==> config.mk <==
export PLATFORM = sky130hd
export DESIGN_NAME = bus_rr_arbiter
export DESIGN_NICKNAME = d
export VERILOG_FILES = /design/src/rtl/bus_rr_arbiter.sv
export SDC_FILE = /design/constraint.sdc
export NUM_CORES = 1
export LEC_CHECK = 0
export CORE_AREA = 3 3 111 113
export DETAILED_ROUTE_END_ITERATION = 6
export DIE_AREA = 0 0 114 116
export GPL_TIMING_DRIVEN = 1
export PLACE_DENSITY_LB_ADDON = 0.05
export SYNTH_ARGS = -nofsm -noshare
export SYNTH_HDL_FRONTEND = slang
export SYNTH_SLANG_ARGS = --single-unit
==> constraint.sdc <==
create_clock -name clk -period 2.95 [get_ports clk]
set_input_delay 0.295 -clock clk [delete_from_list [all_inputs] [get_ports clk]]
set_output_delay 0.295 -clock clk [all_outputs]
set_load 0.005 [all_outputs]
==> src/rtl/bus_rr_arbiter.sv <==
// ---------------------------------------------------------------------------
// bus_rr_arbiter
//
// Lets N_MASTERS bus masters share one slave port. Commands are arbitrated
// round-robin and forwarded one at a time. The master ID of every accepted
// read goes into an in-order FIFO, so each DVA response is routed back to the
// master that issued the read. Writes are posted and expect no response.
//
// Ports:
//   clk, reset      clock, asynchronous active-high reset
//   m_mcmd          per-master MCmd (3 bits each, IDLE/WR/RD)
//   m_maddr         per-master MAddr
//   m_mdata         per-master MData
//   m_mbyteen       per-master MByteEn
//   m_scmdaccept    per-master SCmdAccept (only the granted master sees it)
//   m_sresp         per-master SResp (2 bits each, NULL/DVA)
//   m_sdata         SData, broadcast to all masters
//   s_mcmd, s_maddr, s_mdata, s_mbyteen   command forwarded to the slave
//   s_mrespaccept   MRespAccept to the slave, always 1
//   s_scmdaccept    slave SCmdAccept
//   s_sresp, s_sdata  slave response
//   resp_err        sticky: a DVA arrived with no read outstanding
// ---------------------------------------------------------------------------
module bus_rr_arbiter #(
  parameter int N_MASTERS  = 2,
  parameter int ADDR_WIDTH = 32,
  parameter int DATA_WIDTH = 32,
  parameter int DEPTH      = 4
) (
  input  logic                              clk,
  input  logic                              reset,
  input  logic [3*N_MASTERS-1:0]            m_mcmd,
  input  logic [ADDR_WIDTH*N_MASTERS-1:0]   m_maddr,
  input  logic [DATA_WIDTH*N_MASTERS-1:0]   m_mdata,
  input  logic [(DATA_WIDTH/8)*N_MASTERS-1:0] m_mbyteen,
  output logic [N_MASTERS-1:0]              m_scmdaccept,
  output logic [2*N_MASTERS-1:0]            m_sresp,
  output logic [DATA_WIDTH-1:0]             m_sdata,
  output logic [2:0]                        s_mcmd,
  output logic [ADDR_WIDTH-1:0]             s_maddr,
  output logic [DATA_WIDTH-1:0]             s_mdata,
  output logic [DATA_WIDTH/8-1:0]           s_mbyteen,
  output logic                              s_mrespaccept,
  input  logic                              s_scmdaccept,
  input  logic [1:0]                        s_sresp,
  input  logic [DATA_WIDTH-1:0]             s_sdata,
  output logic                              resp_err
);

  localparam logic [2:0] CMD_IDLE  = 3'd0;
  localparam logic [2:0] CMD_RD    = 3'd2;
  localparam logic [1:0] RESP_NULL = 2'd0;
  localparam logic [1:0] RESP_DVA  = 2'd1;

  localparam int BE_WIDTH  = DATA_WIDTH / 8;
  localparam int ID_WIDTH  = (N_MASTERS > 1) ? $clog2(N_MASTERS) : 1;
  localparam int PTR_WIDTH = (DEPTH > 1) ? $clog2(DEPTH) : 1;
  localparam int CNT_WIDTH = $clog2(DEPTH) + 1;

  logic [N_MASTERS-1:0] req;
  logic [ID_WIDTH-1:0]  rr_ptr;
  logic                 lock;
  logic [ID_WIDTH-1:0]  lock_id;
  logic                 gnt_valid;
  logic [ID_WIDTH-1:0]  gnt_id;
  logic [ID_WIDTH-1:0]  cand;
  int                   cand_i;

  logic [ID_WIDTH-1:0]  id_mem [DEPTH];
  logic [PTR_WIDTH-1:0] wr_ptr;
  logic [PTR_WIDTH-1:0] rd_ptr;
  logic [CNT_WIDTH-1:0] count;
  logic                 full;
  logic                 empty;
  logic                 accept;
  logic                 push;
  logic                 pop;
  logic [ID_WIDTH-1:0]  head_id;

  function automatic logic [PTR_WIDTH-1:0] fifo_inc(input logic [PTR_WIDTH-1:0] p);
    return (p == PTR_WIDTH'(DEPTH - 1)) ? '0 : p + 1'b1;
  endfunction

  always_comb begin
    for (int i = 0; i < N_MASTERS; i++) req[i] = (m_mcmd[3*i +: 3] != CMD_IDLE);
  end

  // Full is judged on the registered count, so a pop in the same cycle
  // does not release the stall until the next cycle.
  assign full    = (count == CNT_WIDTH'(DEPTH));
  assign empty   = (count == '0);
  assign head_id = id_mem[rd_ptr];

  // Grant: a locked master keeps the bus until its command is accepted;
  // otherwise pick the first requester at or after rr_ptr, cyclically.
  always_comb begin
    // NOTE: every always_comb output gets a default first so no path leaves
    // it unassigned, which would infer a latch.
    gnt_valid = 1'b0;
    gnt_id    = '0;
    cand      = '0;
    cand_i    = 0;
    if (!reset && !full) begin
      if (lock) begin
        gnt_valid = 1'b1;
        gnt_id    = lock_id;
      end else begin
        for (int k = 0; k < N_MASTERS; k++) begin
          cand_i = int'(rr_ptr) + k;
          if (cand_i >= N_MASTERS) cand_i = cand_i - N_MASTERS;
          cand = ID_WIDTH'(cand_i);
          if (!gnt_valid && req[cand]) begin
            gnt_valid = 1'b1;
            gnt_id    = cand;
          end
        end
      end
    end
  end

  // Command forwarding and per-master accept.
  always_comb begin
    s_mcmd       = CMD_IDLE;
    s_maddr      = '0;
    s_mdata      = '0;
    s_mbyteen    = '0;
    m_scmdaccept = '0;
    if (gnt_valid) begin
      s_mcmd               = m_mcmd[3*gnt_id +: 3];
      s_maddr              = m_maddr[ADDR_WIDTH*gnt_id +: ADDR_WIDTH];
      s_mdata              = m_mdata[DATA_WIDTH*gnt_id +: DATA_WIDTH];
      s_mbyteen            = m_mbyteen[BE_WIDTH*gnt_id +: BE_WIDTH];
      m_scmdaccept[gnt_id] = s_scmdaccept;
    end
  end

  assign accept = (s_mcmd != CMD_IDLE) && s_scmdaccept;
  assign push   = accept && (s_mcmd == CMD_RD);
  assign pop    = (s_sresp == RESP_DVA) && !empty;

  // Response routing: only the FIFO head sees DVA; stray DVAs are dropped.
  always_comb begin
    m_sresp = {N_MASTERS{RESP_NULL}};
    if (pop) m_sresp[2*head_id +: 2] = RESP_DVA;
  end

  assign m_sdata       = s_sdata;
  assign s_mrespaccept = 1'b1;

  // NOTE: the ID storage has no reset; only the pointers and count define
  // which entries are valid, so clearing the array would buy nothing.
  always_ff @(posedge clk) begin
    if (push) id_mem[wr_ptr] <= gnt_id;
  end

  always_ff @(posedge clk or posedge reset) begin
    // NOTE: state updates use non-blocking assignments so every register
    // samples values from before the edge, regardless of statement order.
    if (reset) begin
      rr_ptr   <= '0;
      lock     <= 1'b0;
      lock_id  <= '0;
      wr_ptr   <= '0;
      rd_ptr   <= '0;
      count    <= '0;
      resp_err <= 1'b0;
    end else begin
      if (gnt_valid && (s_mcmd != CMD_IDLE)) begin
        if (s_scmdaccept) begin
          lock   <= 1'b0;
          rr_ptr <= (gnt_id == ID_WIDTH'(N_MASTERS - 1)) ? '0 : gnt_id + 1'b1;
        end else begin
          lock    <= 1'b1;
          lock_id <= gnt_id;
        end
      end
      if (push) wr_ptr <= fifo_inc(wr_ptr);
      if (pop)  rd_ptr <= fifo_inc(rd_ptr);
      case ({push, pop})
        2'b10:   count <= count + 1'b1;
        2'b01:   count <= count - 1'b1;
        default: count <= count;
      endcase
      if ((s_sresp == RESP_DVA) && empty) resp_err <= 1'b1;
    end
  end

endmodule

==> key figures, run 1 <==
Drt
  • DRT met1 WL: 4.323 mm
  • DR WL met2: 6.144 mm
  • # DRC: 0
  • Via density: 4.395
  • Via Count: 3059
  • DRT Pass-1 Iters: 4
  • Met3 wire len: 1.072 mm
  • DRT iter0 DRCs: 180
  • Highest routed layer: met4
  • Routed len/inst: 16.77 um
  • Routed Antenna Nets: 0
  • Post-Route WL: 11.68 mm

Critical path
  • CP Capture Type: primary output
  • Worst Path Arrival: 2580 ps
  • Req. time, crit path: 2650 ps
  • CP Max Fanout: 25
  • Critical path class: flip-flop to primary output
  • Worst setup SP type: flip-flop

Die
  • Core Rows: 39
  • Starting density of the core: 19.12%
  • Die footprint: 13220 sq um
  • IO Pins: 290
  • Die height: 116 um
  • Die span in x: 114 um
  • Core area: 11420 sq um

Outcome
  • Outcome: complete, no violations

Clocking
  • Clock Tree Root: clkbuf_16
  • Clock Sink Count: 15
  • TritonCTS clock tree: yes
  • Worst skew pair latency: 250 ps
  • H-tree Lvls: 1
  • Clk slew on worst S/H paths: 50 ps
  • Clk buf depth: 2
  • Cts hold-fix bufs: 0
  • Cts bufs inserted: 3

Finish
  • Area growth, synth to finish: 116.4%
  • Number of nets in the layout: 740
  • Cell area after layout: 4726 sq um
  • Final Util: 41.39%
  • Share of cells above drive strength 1: 9.765%
  • Diodes inserted: 0

Timing
  • Unrepaired setup endpoints after global routing: true
  • # setup viols final: 0
  • Max Transition Viols Final: 0
  • Hold Vio Cnt, Final: 0
  • Final Cycle Share: 97.56%
  • Fmax achieved: 347.5 MHz
  • Crit path time final: 2878 ps
  • Final setup margin: 72.11 ps
  • Clock Skews: 5.098 ps

GRT
  • Grt total ovfl: 0
  • Vias in the first global route: 2927
  • Initial antenna violation count: 0
  • First-pass GRT wire length: 15.77 mm
  • Gr usage total: 14.92%
  • Largest net degree at the start of global routing: 71

Synthesis
  • Register area share after synthesis: 18.11%
  • Synth warn: 0
  • Top FF cell, synth: dfrtp_1
  • Cell taking the most area after synthesis: nand2_1
  • Top-count cell post-synth: nand2_1
  • Synth cell count leaders: nand2_1, a21oi_1, buf_4
  • Post-synth top area share: 24.76%
  • Post-Syn Instances: 353
  • Synth async-reset ratio: 73.33%
  • Syn Std Cell Area: 2183 sq um
  • Syn avg cell area: 6.185 sq um
  • Register bit total from synthesis: 15
  • EDFF count, synth: 4
  • Largest cells by area after synthesis: nand2_1, a21oi_1, dfrtp_1, buf_4, edfxtp_1
  • Synth unique cells: 41

Place
  • Area post-placement: 4486 sq um
  • HPWL Detailed: 8.928 mm
  • Setup WS pre-CTS: -87.21 ps
  • GPL Wtd Cong: 0.8007
  • Port-buffer cells: 222

Run
  • # Max-Cap Violations: 0

Power
  • Pwr per Cell Area: 573.9 nW/um^2
  • Max VDD drop: 293.3 uV
  • Total power: 2.712 mW
  • Pleak: 1.937 nW

Hold path
  • Worst hold path class: input pin to async pin
[state kept, by name (all words and copies together) (netlist names)]
name,count
count,3
id_mem,4
lock,1
lock_id,1
rd_ptr,2
resp_err,1
rr_ptr,1
wr_ptr,2
[critical path, cell delays in order (launching register included)]
cell	delay, ps
dfrtp_1	380
or4_4	520
or4_4	580
nand2_8	140
buf_12	170
a21oi_1	50
clkdlybuf4s50_1	480
[cell usage in the layout (no fill, tap or decap), types with 2 or more instances in the layout]
master and instances:
nor2_1 6, buf_12 6, clkdlybuf4s50_1 218, dlymetal6s2s_1 3
and2_1 6, nand2_1 143, nand3_4 2, or4_4 2
dfrtp_1 11, buf_4 19, a21oi_1 70, nor2b_1 2
ha_1 5, inv_1 8, conb_1 3, mux2_4 2
buf_6 2, edfxtp_1 4, nor3_1 3, xor2_1 2
clkbuf_16 5, mux2_2 5
[repair_timing]
item,CTS,global route
pin swaps,0,7
setup buffers,1,2
endpoints found under the setup margin,45,31
resized for setup,4,13
gates cloned,1,2
[metrics by stage]
step | setup TNS (ps) | instances | hold slack [ps]
after CTS | 0 | 692 | 419.3
final | 0 | 696 | 393.9
after global placement | -310.2 | 686 | 458.4
after global routing | -32.85 | 696 | 456.7
after detailed placement | -568.3 | 686 | 455.9
after floorplan | 0 | 354 | 147.4
[routing by layer]
metal / vias to the layer above / track usage, %
li1: 1521 / -
met1: 1364 / 17.28
met2: 164 / 27.75
met3: 10 / 4.073
met4: 0 / 2.613
met5: - / 0
[cell type report]
cell class / count / area [sq um]
sequential: 15 / 395.4
inverter: 9 / 38.79
multi-input combinational: 273 / 1443
fill: 1187 / 6693
clock buffer: 4 / 78.83
tap: 143 / 178.9
timing repair buffer: 252 / 2591
[power breakdown]
part | leakage, nW | switching, mW | internal (mW)
Clock | 0.0382 | 0.0830 | 0.183
Sequential | 0.166 | 0.0700 | 0.297
Combinational | 1.73 | 0.912 | 1.17
Total | 1.94 | 1.07 | 1.65
[worst paths after layout]
path | startpoint | slack [ps] | end | cells past startpoint
worst max-delay path | lock | 70 | s_maddr[3] | 6
worst min-delay path | reset | 390 | count[1] | 2
worst max register to register | lock | 110 | count[2] | 12
worst min register to register | resp_err | 470 | resp_err | 1
max in group asynchronous | reset | 2230 | wr_ptr[1] | 2
min in group clk | resp_err | 470 | resp_err | 1
[logic make-up (layout without fill, tap and decap cells)]
kind of cell | count (synthesis) | after routing | share of synthesized area (%)
mux | 9 | 9 | 5.444
fa+ha+maj | 7 | 7 | 4.355
compound gates | 80 | 80 | 19.66
xor+xnor | 3 | 3 | 1.204
simple gates | 171 | 171 | 32.61
flops | 15 | 15 | 18.11
other cells | 2 | 3 | 0.3440
buf+inv | 66 | 265 | 18.28
(Power assumes the default switching activity.)
==> run 2, diff against run 1 <==
--- a/config.mk
+++ b/config.mk
@@ -5,9 +5,9 @@
 export SDC_FILE = /design/constraint.sdc
 export NUM_CORES = 1
 export LEC_CHECK = 0
-export CORE_AREA = 3 3 111 113
+export CORE_AREA = 2 2 113 115
 export DETAILED_ROUTE_END_ITERATION = 6
-export DIE_AREA = 0 0 114 116
+export DIE_AREA = 0 0 115 117
 export GPL_TIMING_DRIVEN = 1
 export PLACE_DENSITY_LB_ADDON = 0.05
 export SYNTH_ARGS = -nofsm -noshare
==> run 2 against run 1 <==
Core utilization shrank 2.1 points. Final area increased by 2.2%. Worst setup slack got worse by 8.7 ps. Largest power group unchanged. Combinational power increased by 2%.
==> key figures, run 2 (synthesis gave the netlist of run 1 again) <==
Die
  • Core Rows: 41 (+5.1%)
  • Starting density of the core: 17.73% (-1.4 points)
  • Die footprint: 13460 sq um (+1.7%)
  • IO Pins: 290 (unchanged)
  • Die height: 117 um (+0.86%)
  • Core area: 12310 sq um (+7.8%)
  • Die span in x: 115 um (+0.88%)

Finish
  • Sequential cell area: 395.4 sq um (unchanged)
  • Final Util: 39.24% (-2.1 points)
  • Number of nets in the layout: 745 (+0.68%)
  • Most flop-heavy register: id_mem
  • Top flop regs: id_mem x4, count x3
  • Largest register FFs: 4 (unchanged)
  • Filler cell count: 1303 (+9.8%)
  • Most frequent cells in the layout: clkdlybuf4s50_1, nand2_1, a21oi_1, dlymetal6s2s_1, buf_4
  • Multi-input logic area: 1434 sq um (-0.61%)
  • Diodes inserted: 0 (unchanged)
  • Share of cells above drive strength 1: 10.39% (+0.63 points)
  • Area growth, synth to finish: 121.3%
  • Most common cell after layout, fill and taps aside: clkdlybuf4s50_1

Power
  • Pwr per Cell Area: 571.5 nW/um^2 (-0.42%)
  • Max VDD drop: 231.4 uV (-21%)
  • Pleak: 2.329 nW (+20%)

GRT
  • Largest net degree at the start of global routing: 32 (-55%)
  • Grt total ovfl: 0 (unchanged)
  • Vias in the first global route: 2902 (-0.85%)
  • Global Route met3 Usage: 2.832% (-1.2 points)
  • GR peak layer: met2
  • Gr usage total: 14.70% (-0.22 points)
  • First-pass GRT wire length: 15.57 mm (-1.3%)
  • Met1 Track Usage GR: 17.97% (+0.70 points)
  • Initial antenna violation count: 0 (unchanged)
  • Routing usage on met2: 27.25% (-0.50 points)

Critical path
  • Critical path class: input pin to primary output
  • Req. time, crit path: 2650 ps (about the same)
  • CP Max Fanout: 12 (-52%)
  • Worst Path Arrival: 2590 ps (about the same)
  • Depth of the most critical reg-to-reg path: 11 (-1)
  • RR Endpoint: count[2]
  • CP Capture Type: primary output
  • R2R setup slack: 230 ps (+120 ps)
  • Worst setup SP type: input pin
  • Crit Reg-Reg Startpoint: lock

Drt
  • DRT iter0 DRCs: 95 (-47%)
  • Routed len/inst: 16.35 um (-2.6%)
  • Via Count: 3077 (+0.59%)
  • Via density: 4.346 (-1.1%)
  • Post-Route WL: 11.57 mm (-0.87%)
  • DRT Pass-1 Iters: 4 (unchanged)
  • # DRC: 0 (unchanged)
  • Routed Antenna Nets: 0 (unchanged)

Timing
  • Hold Vio Cnt, Final: 0 (unchanged)
  • Unrepaired setup endpoints after global routing: false
  • Final Cycle Share: 97.85% (+0.30 points)
  • Clock Skews: 1.769 ps (-3.330 ps)
  • Crit path time final: 2887 ps (+8.748 ps)
  • TNS Setup: 0 ps (unchanged)
  • Max Transition Viols Final: 0 (unchanged)
  • # setup viols final: 0 (unchanged)
  • Fmax achieved: 346.4 MHz (-0.30%)

Clocking
  • Cts hold-fix bufs: 0 (unchanged)
  • Clk slew on worst S/H paths: 50 ps (about the same)
  • Cts bufs inserted: 3 (unchanged)
  • Worst skew pair latency: 250 ps (about the same)
  • Clock Sink Count: 15 (unchanged)
  • Clk buf depth: 2 (unchanged)
  • TritonCTS clock tree: yes
  • Clock Tree Root: clkbuf_16
  • H-tree Lvls: 1 (unchanged)

Place
  • HPWL Detailed: 9.191 mm (+2.9%)
  • GPL Wtd Cong: 0.7833 (-2.2%)
  • Port-buffer cells: 222 (unchanged)

Hold path
  • Worst hold path class: input pin to async pin

Outcome
  • Outcome: complete, no violations

Run
  • # Max-Cap Violations: 0 (unchanged)
## run 2: area by class of cell
| cell class | count | share of cell area (%) |
|---|---|---|
| sequential | 15 | 8.184 |
| clock buffer | 4 | 1.632 |
| inverter | 9 | 0.6993 |
| multi-input combinational | 273 | 29.68 |
| timing repair buffer | 257 | 55.92 |
| tap | 150 | 3.885 |
## run 2: worst max path at each step
stage	cells past startpoint	start	slack (ps)	endpoint
3_3_place_gp	9	m_mcmd[5]	-90	s_maddr[6]
2_1_floorplan	12	lock	200	count[2]
5_1_grt	7	m_mcmd[5]	3	s_maddr[25]
4_1_cts	9	m_mcmd[4]	6	s_maddr[6]
6_report	7	m_mcmd[5]	60	s_maddr[5]
3_5_place_dp	9	m_mcmd[4]	-110	s_maddr[6]
## run 2: what timing repair did
action                     in CTS  in global routing
buffers inserted                3                  0
pin swaps                       0                  1
cloned                          1                  1
setup endpoints to repair      52                 32
hold endpoints to repair        0                  0
gates resized for setup        10                 27
## run 2: through the flow
step	instance area [sq um]	hold WS (ps)	worst slack (ps)	total power [mW]	std cells
2_1_floorplan	2187	147.4	201.2	1.273	354
6_report	4831	425.8	63.37	2.761	708
4_1_cts	4738	433.8	6.313	2.820	707
3_3_place_gp	4564	474.9	-90.42	2.443	699
3_5_place_dp	4564	484.2	-107.7	2.451	699
5_1_grt	4831	480.7	3.012	2.981	708
## run 2: worst max-delay path: stages
cell and delay, ps:
clkdlybuf4s50_1 430, or4_4 530, or4_4 490, nand2_8 140, clkbuf_16 180, a21oi_1 50, clkdlybuf4s50_1 470
## run 2: metal layers
| layer | up-vias | share of wire (%) |
|---|---|---|
| li1 | 1528 | - |
| met1 | 1386 | 40 |
| met2 | 155 | 52 |
| met3 | 8 | 7.8 |
| met4 | 0 | 0.47 |
| met5 | - | 0 |
## run 2: report_power, final
part	internal, mW	leakage, nW	switching (mW)	total, mW
Clock	0.183	0.0382	0.0859	0.269
Combinational	1.20	2.13	0.922	2.12
Sequential	0.297	0.166	0.0720	0.369
